--- src/rtl/controller_core.sv ---
// Microcoded control unit for the CDECv 8-bit CPU: steps fetch, operand and
// execute states and drives the Xbus selects, ALU op and write strobes.
module controller_core (
  input  logic       clock,
  input  logic       reset,
  input  logic       run,
  input  logic [7:0] I,
  input  logic [2:0] SZCy,
  output logic [2:0] xsrc,
  output logic [2:0] xdst,
  output logic [3:0] aluop,
  output logic       Rwe,
  output logic       FLGwe,
  output logic       mem_we,
  output logic       halted,
  output logic [3:0] dbg_state
);

  typedef enum logic [3:0] {
    F0 = 4'd0, F1 = 4'd1, F2 = 4'd2, F3 = 4'd3,
    M0 = 4'd4, M1 = 4'd5, M2 = 4'd6, M3 = 4'd7, M4 = 4'd8, M5 = 4'd9,
    E0 = 4'd10, E1 = 4'd11, E2 = 4'd12, HALT = 4'd13
  } state_t;

  localparam logic [3:0] OP_NOP = 4'h0, OP_HALT = 4'h1, OP_MOV = 4'h2,
                         OP_LD = 4'h3, OP_ST = 4'h4, OP_JCC = 4'hC;

  localparam logic [2:0] S_PC = 3'd0, S_A = 3'd1, S_R = 3'd4, S_RD = 3'd5, S_FF = 3'd7;
  localparam logic [2:0] D_PC = 3'd0, D_A = 3'd1, D_MAR = 3'd4, D_WDR = 3'd5,
                         D_T = 3'd6, D_I = 3'd7;

  state_t     state, state_n;
  logic [3:0] opc;
  logic [1:0] rd, rs;

  assign opc = I[7:4];
  assign rd  = I[3:2];
  assign rs  = I[1:0];

  function automatic logic is_alu(input logic [3:0] o);
    return (o >= 4'h5) && (o <= 4'hA);
  endfunction

  function automatic logic [3:0] alu_code(input logic [3:0] o);
    case (o)
      4'h5:    return 4'b0010;
      4'h6:    return 4'b0100;
      4'h7:    return 4'b0110;
      4'h8:    return 4'b0111;
      4'h9:    return 4'b1000;
      4'hA:    return 4'b0011;
      default: return 4'b0000;
    endcase
  endfunction

  function automatic logic cond_met(input logic [1:0] cc, input logic [2:0] f);
    case (cc)
      2'b00:   return 1'b1;
      2'b01:   return f[1];
      2'b10:   return f[0];
      default: return f[2];
    endcase
  endfunction

  always_ff @(posedge clock) begin
    if (!reset) state <= F0;
    else        state <= state_n;
  end

  always_comb begin
    state_n = F0;
    case (state)
      F0: state_n = run ? F1 : F0;
      F1: state_n = F2;
      F2: state_n = F3;
      // Decode: rd of 00 collapses MOV/ALU/LD into a no-op instruction
      F3: begin
        if (opc == OP_HALT)                    state_n = HALT;
        else if (opc == OP_MOV && rd != 2'b00) state_n = (rs != 2'b00) ? E2 : M0;
        else if (opc == OP_LD && rd != 2'b00)  state_n = M0;
        else if (opc == OP_ST || opc == OP_JCC) state_n = M0;
        else if (is_alu(opc) && rd != 2'b00)   state_n = (rs != 2'b00) ? E0 : M0;
        else                                   state_n = F0;
      end
      M0: state_n = M1;
      M1: state_n = M2;
      M2: state_n = M3;
      M3: begin
        if (opc == OP_LD || opc == OP_ST) state_n = M4;
        else if (is_alu(opc))             state_n = E1;
        else                              state_n = F0;
      end
      M4: state_n = M5;
      M5: state_n = F0;
      E0: state_n = E1;
      E1: state_n = E2;
      E2: state_n = F0;
      HALT: state_n = HALT;
      default: state_n = F0;
    endcase
  end

  // Register codes 01/10/11 coincide with the A/B/C select encodings
  always_comb begin
    xsrc   = S_A;
    xdst   = D_A;
    aluop  = 4'b0000;
    FLGwe  = 1'b0;
    mem_we = 1'b0;
    case (state)
      F0: if (run) begin xsrc = S_PC; xdst = D_MAR; end
      F1: begin xsrc = S_PC; xdst = D_T; aluop = 4'b0001; end
      F2: begin xsrc = S_RD; xdst = D_I; end
      F3: begin xsrc = S_R; xdst = D_PC; end
      M0: begin xsrc = S_PC; xdst = D_MAR; end
      M1: begin xsrc = S_PC; xdst = D_T; aluop = 4'b0001; end
      M2: begin xsrc = S_R; xdst = D_PC; end
      M3: begin
        if (opc == OP_MOV) begin xsrc = S_RD; xdst = {1'b0, rd}; end
        else if (opc == OP_LD || opc == OP_ST) begin xsrc = S_RD; xdst = D_MAR; end
        else if (is_alu(opc)) begin xsrc = S_RD; xdst = D_T; end
        else if (opc == OP_JCC && cond_met(rs, SZCy)) begin xsrc = S_RD; xdst = D_PC; end
      end
      M4: if (opc == OP_ST) begin
        xsrc = (rs == 2'b00) ? S_FF : {1'b0, rs};
        xdst = D_WDR;
      end
      M5: begin
        if (opc == OP_LD) begin xsrc = S_RD; xdst = {1'b0, rd}; end
        else if (opc == OP_ST) mem_we = 1'b1;
      end
      E0: begin xsrc = {1'b0, rs}; xdst = D_T; end
      E1: begin xsrc = {1'b0, rd}; xdst = D_T; aluop = alu_code(opc); FLGwe = 1'b1; end
      E2: begin
        xsrc = (opc == OP_MOV) ? {1'b0, rs} : S_R;
        xdst = {1'b0, rd};
      end
      default: ;
    endcase
  end

  assign Rwe       = (xdst == D_T);
  assign halted    = (state == HALT);
  assign dbg_state = state;

endmodule

--- config.mk ---
export PLATFORM = sky130hd
export DESIGN_NAME = controller_core
export DESIGN_NICKNAME = d
export VERILOG_FILES = /design/src/rtl/controller_core.sv
export SDC_FILE = /design/constraint.sdc
export NUM_CORES = 1
export LEC_CHECK = 0
export CELL_PAD_IN_SITES_DETAIL_PLACEMENT = 0
export CELL_PAD_IN_SITES_GLOBAL_PLACEMENT = 2
export CORE_AREA = 2 2 64 66
export CTS_CLUSTER_DIAMETER = 60
export DETAILED_ROUTE_END_ITERATION = 12
export DIE_AREA = 0 0 66 68
export HOLD_SLACK_MARGIN = 0.06
export PLACE_DENSITY = 0.85
export REMOVE_ABC_BUFFERS = 1
export SETUP_SLACK_MARGIN = 0.02
export SLEW_MARGIN = 20
export SYNTH_ARGS = -nofsm -noshare
export SYNTH_HDL_FRONTEND = slang
export SYNTH_SLANG_ARGS = --single-unit
export TNS_END_PERCENT = 10
--- constraint.sdc ---
create_clock -name clock -period 3.3 [get_ports clock]
set_input_delay 0.66 -clock clock [delete_from_list [all_inputs] [get_ports clock]]
set_output_delay 0.66 -clock clock [all_outputs]
set_load 0.02 [all_outputs]
==> results of run 1 <==
==> worst min-delay path by stage <==
stage / from / to / depth (start not counted)
floorplan: dbg_state[0] / dbg_state[3] / 2
global placement: dbg_state[0] / dbg_state[3] / 2
detailed placement: dbg_state[0] / dbg_state[3] / 2
CTS: dbg_state[0] / dbg_state[3] / 2
global route: dbg_state[0] / dbg_state[3] / 2
finish: dbg_state[0] / dbg_state[3] / 2
==> cell type report <==
class / count / area (um^2) / share of cell area, %
inverter: 7 / 26.3 / 1.67
multi-input combinational: 116 / 773 / 49.2
timing repair buffer: 70 / 588 / 37.4
sequential: 4 / 80.1 / 5.10
clock buffer: 3 / 41.3 / 2.63
tap: 50 / 62.6 / 3.98
==> Yosys cell counts, types with 2 or more instances <==
library cell / instances
dfxtp_1: 4
o21ai_1: 4
buf_2: 8
o21ai_0: 3
nor2b_1: 3
nor3_1: 6
o211ai_1: 3
a2111oi_0: 3
a31oi_1: 3
or3_1: 2
or4_1: 2
xnor2_1: 2
nand2_1: 13
o22ai_1: 4
a211oi_2: 2
and3b_1: 2
nand2b_1: 3
o21a_1: 2
a211oi_1: 2
nor2_1: 14
inv_1: 7
a21oi_1: 9
buf_6: 2
nor2_2: 2
nand3_1: 3
==> cell families (layout without fill, tap and decap cells) <==
kind of cell	after synthesis	in the layout	synth area share (%)
AND/OR/NAND/NOR	64	64	41.1
AO/OA/AOI/OAI	48	48	36.4
buffers and inverters	18	80	10.2
flip-flops	4	4	8.48
XOR/XNOR	3	3	2.78
multiplexers	1	1	1.06
==> worst max-delay path: stages <==
cell and delay (ps):
clkdlybuf4s50_1 480, buf_4 170, nor4b_4 300, and3_4 230, buf_4 100, and2b_1 110, o22ai_1 80, nand2_1 80
clkdlybuf4s15_1 300
==> power by group through the flow <==
| stage | Sequential (mW) | Combinational [mW] | Clock (mW) |
|---|---|---|---|
| after global routing | 0.0849 | 0.368 | 0.109 |
| after CTS | 0.0808 | 0.342 | 0.107 |
| after detailed placement | 0.0815 | 0.352 | 0 |
| after floorplan | 0.0878 | 0.155 | 0 |
| final | 0.0822 | 0.341 | 0.105 |
| after global placement | 0.0815 | 0.350 | 0 |
==> placed cells by master, fill, tap and decap left out, types with 4 or more instances in the layout <==
master,netlist,final
o21ai_1,4,4
a21oi_1,9,8
dlygate4sd2_1,0,4
inv_1,7,7
clkdlybuf4s50_1,0,17
nand2_1,13,13
buf_4,1,42
dfxtp_1,4,4
o22ai_1,4,4
nor3_1,6,6
nor2_1,14,14
==> routing by layer <==
layer | track usage, % | vias up | wire length [um]
li1 | - | 646 | -
met1 | 22.9 | 635 | 1670
met2 | 28.5 | 48 | 1670
met3 | 3.13 | 2 | 268
met4 | 2.81 | 0 | 6
met5 | 0 | - | 0
==> out/summary.txt, run 1 <==
Final Power - 528 uW
Max FO, Critical Path - 4
Logic pwr share - 64.6%
Sequential power share - 15.6%
Antenna cells - 0
Net Sw Power - 229 uW
Post-synth EDFFs - 0
Unrepaired setup endpoints after global routing - true
Initial cell density of the core - 24.5%
R2R setup slack - 1510 ps
DR vias - 1331
Number of instances in the placed design - 247
Yosys cell types - 55
Setup WS post-layout - 132 ps
P_leak - 0.683 nW
Die height - 68 um
RR Endpoint - dbg_state[2]
Critical Path End - xsrc[1]
Max-Slew Margin vs Limit - 59.3%
Min cycle time layout - 3170 ps
CTS H-tree depth - 1
Fin crit share - 96.0%
Peak supply drop - 0.267 mV
Post-synthesis sequential area ratio - 8.48%
Fmax - 0.316 GHz
Die Width - 66 um
Status - finished, final reports clean
WL/cell - 14.5 um
Placed Area - 1540 um^2
CTS buffer count - 3
Core area - 3860 um^2
Seq cells post-synth - 4
Max reg flops - 4
R2R cell count - 3
All-layer global routing usage - 16.9%
Dominant cells by area after synthesis - dfxtp_1 (8.5%), nor2_1 (5.6%), nand2_1 (5.2%)
Mapped Area - 945 um^2
Tightest Pin Transition - 610 ps
Latest clock arrival within the worst-skew pair - 220 ps
CTS resizes - 13
Setup TNS - 0 ps
Internal power - 299 uW
GP Congestion - 0.946
I/O Buffers - 31
Fin. max-slew vios - 0
Critical Path RT - 2640 ps
Clk pwr share - 19.8%
Critical path startpoint category - input pin
Post-CTS Hold Buffers - 0
DR pass1 iterations - 4
Fin nets - 216
Kind of end point of the critical path - output port
Clk_skew - 4.70 ps
# rows - 23
Die area - 4490 um^2
Deepest clock path buffer count - 2
Critical Path Start - I[7]
Fin. Hold Viols - 0
# Post-CTS Setup Buffers - 0
Root buffer cell - clkbuf_8
Yosys warns - 0
Switching portion of total power - 43.4%
Hold crit path type - register to register
Maxcap violations - 0
Hold WS - 713 ps
Post-synth top flop - dfxtp_1
Asr flop ratio synth - 0%
Drt first-iter violations - 61
Vias per inst - 5.32
Critical path class - input pin to output port
Arrival time worst endpoint - 2510 ps
Final instance area - 1570 um^2
Largest net degree at the start of global routing - 18
Syn-to-layout area delta - 66.4%
Vias in the first global route - 1277
CTS tree - yes
Synth top area share - 8.48%
Dpl ws - -310 ps
Top Ports - 32
Final ANT Viol Nets - 0
Worst-path clk slew - 30 ps
GRT overflow - 0
Fillers - 426
Layout cell share with drive strength beyond 1 - 30.0%
Reg2reg start - dbg_state[1]
Post-route core utilization - 40.8%
Syn avg cell area - 6.85 um^2
Area leader, netlist - dfxtp_1
Final Setup Violations - 0
Final cell count without fillers - 250
Initial antenna violation count - 0
DRC violations left - 0
Cells after Synth - 138
Power Density - 336 nW/um^2
Clock sinks - 4
First-pass GRT wire length - 6000 um
Final WL - 3610 um
HPWL after DPL - 2910 um
Note: power is estimated with default switching activity, not from simulation.
==> run 2, diff against run 1 <==
- ABC_AREA: unset -> 1
- PLACE_DENSITY: 0.85 -> 0.86
- clock period: 3.3 -> 3.91 ns (I/O delays scaled with it)
==> run 2 against run 1 <==
Non-clock buffer count shrank 39. Power shrank 44%. Clock power shrank 19%. Synthesized area shrank 17%. Sequential share of layout area grew 1.6 points. Die area is the same. Utilization shrank 9.8 points. Synthesized cell count grew 12%. First-iteration DRC count shrank 46%. Clock-buffer cell count is the same. Register-to-register slack gained 1000 ps. Cell count shrank 4.4%. Critical path type unchanged.
==> out/summary.txt, run 2 <==
Vias in the first global route - 1043 (-18%)
Mux share of post-synthesis cell area - 0% (-1.1 points)
Hold_sp - dbg_state[1]
First-pass GRT wire length - 4460 um (-26%)
Critical Path Start - I[5]
I/O Buffers - 31 (unchanged)
Critical Path RT - 3130 ps (+490 ps)
Top Ports - 32 (unchanged)
Post-synth EDFFs - 0 (unchanged)
Mapped Area - 779 um^2 (-17%)
Max-Slew Margin vs Limit - 79.9% (+21 points)
Seq cells post-synth - 4 (unchanged)
Clock sinks - 4 (unchanged)
Clk pwr share - 28.9% (+9.1 points)
Net Sw Power - 116 uW (-49%)
Multi-input logic area - 602 um^2 (-22%)
Fin. max-slew vios - 0 (unchanged)
Die area - 4490 um^2 (unchanged)
Setup TNS - 0 ps (unchanged)
Synth Area in Compound Gates - 16.7% (-20 points)
Tightest Pin Transition - 301 ps (-309 ps)
Syn avg cell area - 5.03 um^2 (-27%)
Asr flop ratio synth - 0% (unchanged)
Yosys cell types - 22 (-60%)
Sequential power share - 17.2% (+1.6 points)
GRT overflow - 0 (unchanged)
Fillers - 458 (+7.5%)
CTS H-tree depth - 1 (unchanged)
Latest clock arrival within the worst-skew pair - 220 ps (about the same)
Drt first-iter violations - 33 (-46%)
Min cycle time layout - 3640 ps
CTS tree - yes
Peak supply drop - 0.0535 mV (-80%)
DR vias - 1049 (-21%)
Vias per inst - 4.39 (-18%)
Fin. Hold Viols - 0 (unchanged)
Root buffer cell - clkbuf_8
GP Congestion - 0.798 (-16%)
Reg2reg start - dbg_state[2]
Simple-gate share of the synthesized area - 60.5% (+19 points)
Final ANT Viol Nets - 0 (unchanged)
Area leader, netlist - nand2_1
Post-synth top flop - dfxtp_1
Fin nets - 205 (-5.1%)
Antenna cells - 0 (unchanged)
Largest family of logic cells by synthesized area - simple AND/OR/NAND/NOR gates
Initial cell density of the core - 20.2% (-4.3 points)
Dpl ws - 259 ps (+569 ps)
Cells after Synth - 155 (+12%)
Setup WS post-layout - 272 ps (+140 ps)
CTS resizes - 0 (-13)
Switching portion of total power - 39.2% (-4.1 points)
Clk_skew - 3.43 ps (-1.27 ps)
Sequential Area - 80.1 um^2 (unchanged)
Most numerous cell in the Yosys netlist - nand2_1
Arrival time worst endpoint - 2860 ps (+350 ps)
Die height - 68 um (unchanged)
Post-synthesis sequential area ratio - 10.3% (+1.8 points)
# Post-CTS Setup Buffers - 0 (unchanged)
Layout cell share with drive strength beyond 1 - 13.2% (-17 points)
Critical path class - input pin to output port
Max FO, Critical Path - 7 (+3)
Hold crit path type - register to register
Critical path startpoint category - input pin
Commonest cells after routing, fill and taps aside - nand2_1 (45), clkdlybuf4s50_1 (31), nor2_1 (24)
Synth Area in Adders - 0% (unchanged)
Final Setup Violations - 0 (unchanged)
Deepest clock path buffer count - 2 (unchanged)
Logic pwr share - 53.9% (-11 points)
Syn-to-layout area delta - 53.1%
# rows - 23 (unchanged)
Worst-path clk slew - 30 ps (about the same)
Synth top area share - 21.7% (+13 points)
CTS buffer count - 3 (unchanged)
Xor/xnor share of the synthesized area - 0% (-2.8 points)
Maxcap violations - 0 (unchanged)
Power Density - 248 nW/um^2 (-26%)
Fin crit share - 93.0%
Max reg flops - 4 (unchanged)
Post-CTS Hold Buffers - 0 (unchanged)
HPWL after DPL - 2150 um (-26%)
Post-route core utilization - 31.0% (-9.8 points)
Largest net degree at the start of global routing - 8 (-10)
Fmax - 0.275 GHz
WL/cell - 10.9 um (-24%)
All-layer global routing usage - 12.8% (-4.1 points)
Post-synth top cells - nand2_1 (45), nor2_1 (24), inv_1 (21)
Dominant cells by area after synthesis - nand2_1 (22%), nor2_1 (12%), dfxtp_1 (10%)
Core area - 3860 um^2 (unchanged)
Yosys warns - 0 (unchanged)
Initial antenna violation count - 0 (unchanged)
Die Width - 66 um (unchanged)
Final WL - 2610 um (-28%)
DRC violations left - 0 (unchanged)
Internal power - 180 uW (-40%)
DR pass1 iterations - 4 (unchanged)
Status - finished, final reports clean
Kind of end point of the critical path - output port
Most common cell after layout, fill and taps aside - nand2_1
P_leak - 0.568 nW (-17%)
Unrepaired setup endpoints after global routing - false
## run 2: cell types whose count changed after synthesis, moves of 3 or more
cell / change
nor2_1: +10
nand2_1: +32
nand3_1: +10
nor2b_1: -3
o22ai_1: -4
a2111oi_0: -3
inv_1: +14
nor3_1: -5
buf_2: -8
nor2_2: +4
o21ai_0: +3
nand2_2: +5
inv_2: +5
nand2b_1: -3
## run 2: path summary, 6_finish.rpt
| path | endpoint | slack, ps | cells after the start |
|---|---|---|---|
| max | xsrc[2] | 270 | 9 |
| min | dbg_state[2] | 700 | 3 |
| max reg2reg | dbg_state[3] | 2530 | 7 |
| min reg2reg | dbg_state[2] | 700 | 3 |
## run 2: cells by family after synthesis
group | after synthesis
buf+inv | 26
compound gates | 23
simple gates | 102
flops | 4
## run 2: metal layers
| metal | vias up | wire length, um | GRT usage (%) |
|---|---|---|---|
| met2 | 28 | 1260 | 22.2 |
| li1 | 563 | - | - |
| met5 | - | 0 | 0 |
| met1 | 456 | 1240 | 16.2 |
| met3 | 2 | 98 | 1.15 |
| met4 | 0 | 19 | 5.61 |
## run 2: power by group through the flow
stage | logic [mW] | registers (mW) | clock network (mW)
detailed placement | 0.160 | 0.0517 | 0
CTS | 0.160 | 0.0511 | 0.0878
global placement | 0.162 | 0.0518 | 0
finish | 0.160 | 0.0510 | 0.0854
floorplan | 0.0882 | 0.0548 | 0
global route | 0.177 | 0.0517 | 0.0929
## run 2: critical path, cell delays in order
cell and delay [ps]:
clkdlybuf4s50_1 520, nor2_1 230, nand2_1 170, nand2_1 110
nor2_1 50, nand3_1 130, nand2_1 60, a21oi_1 170
clkdlybuf4s50_1 620
## run 2: through the flow
stage	area (um^2)	cells	hold WS, ps	power, mW
after floorplan	779	155	739	0.143
after global placement	1150	236	706	0.213
after detailed placement	1150	236	699	0.212
after CTS	1190	239	701	0.299
after global routing	1190	239	734	0.322
final	1190	239	700	0.296
## run 2: cell type report
type                    instances  area share (%)
multi-input cells             125            50.4
clock buffers                   3            3.46
repair buffers                 31            26.0
flip-flops and latches          4            6.71
well taps                      50            5.24
inverters                      26            8.18
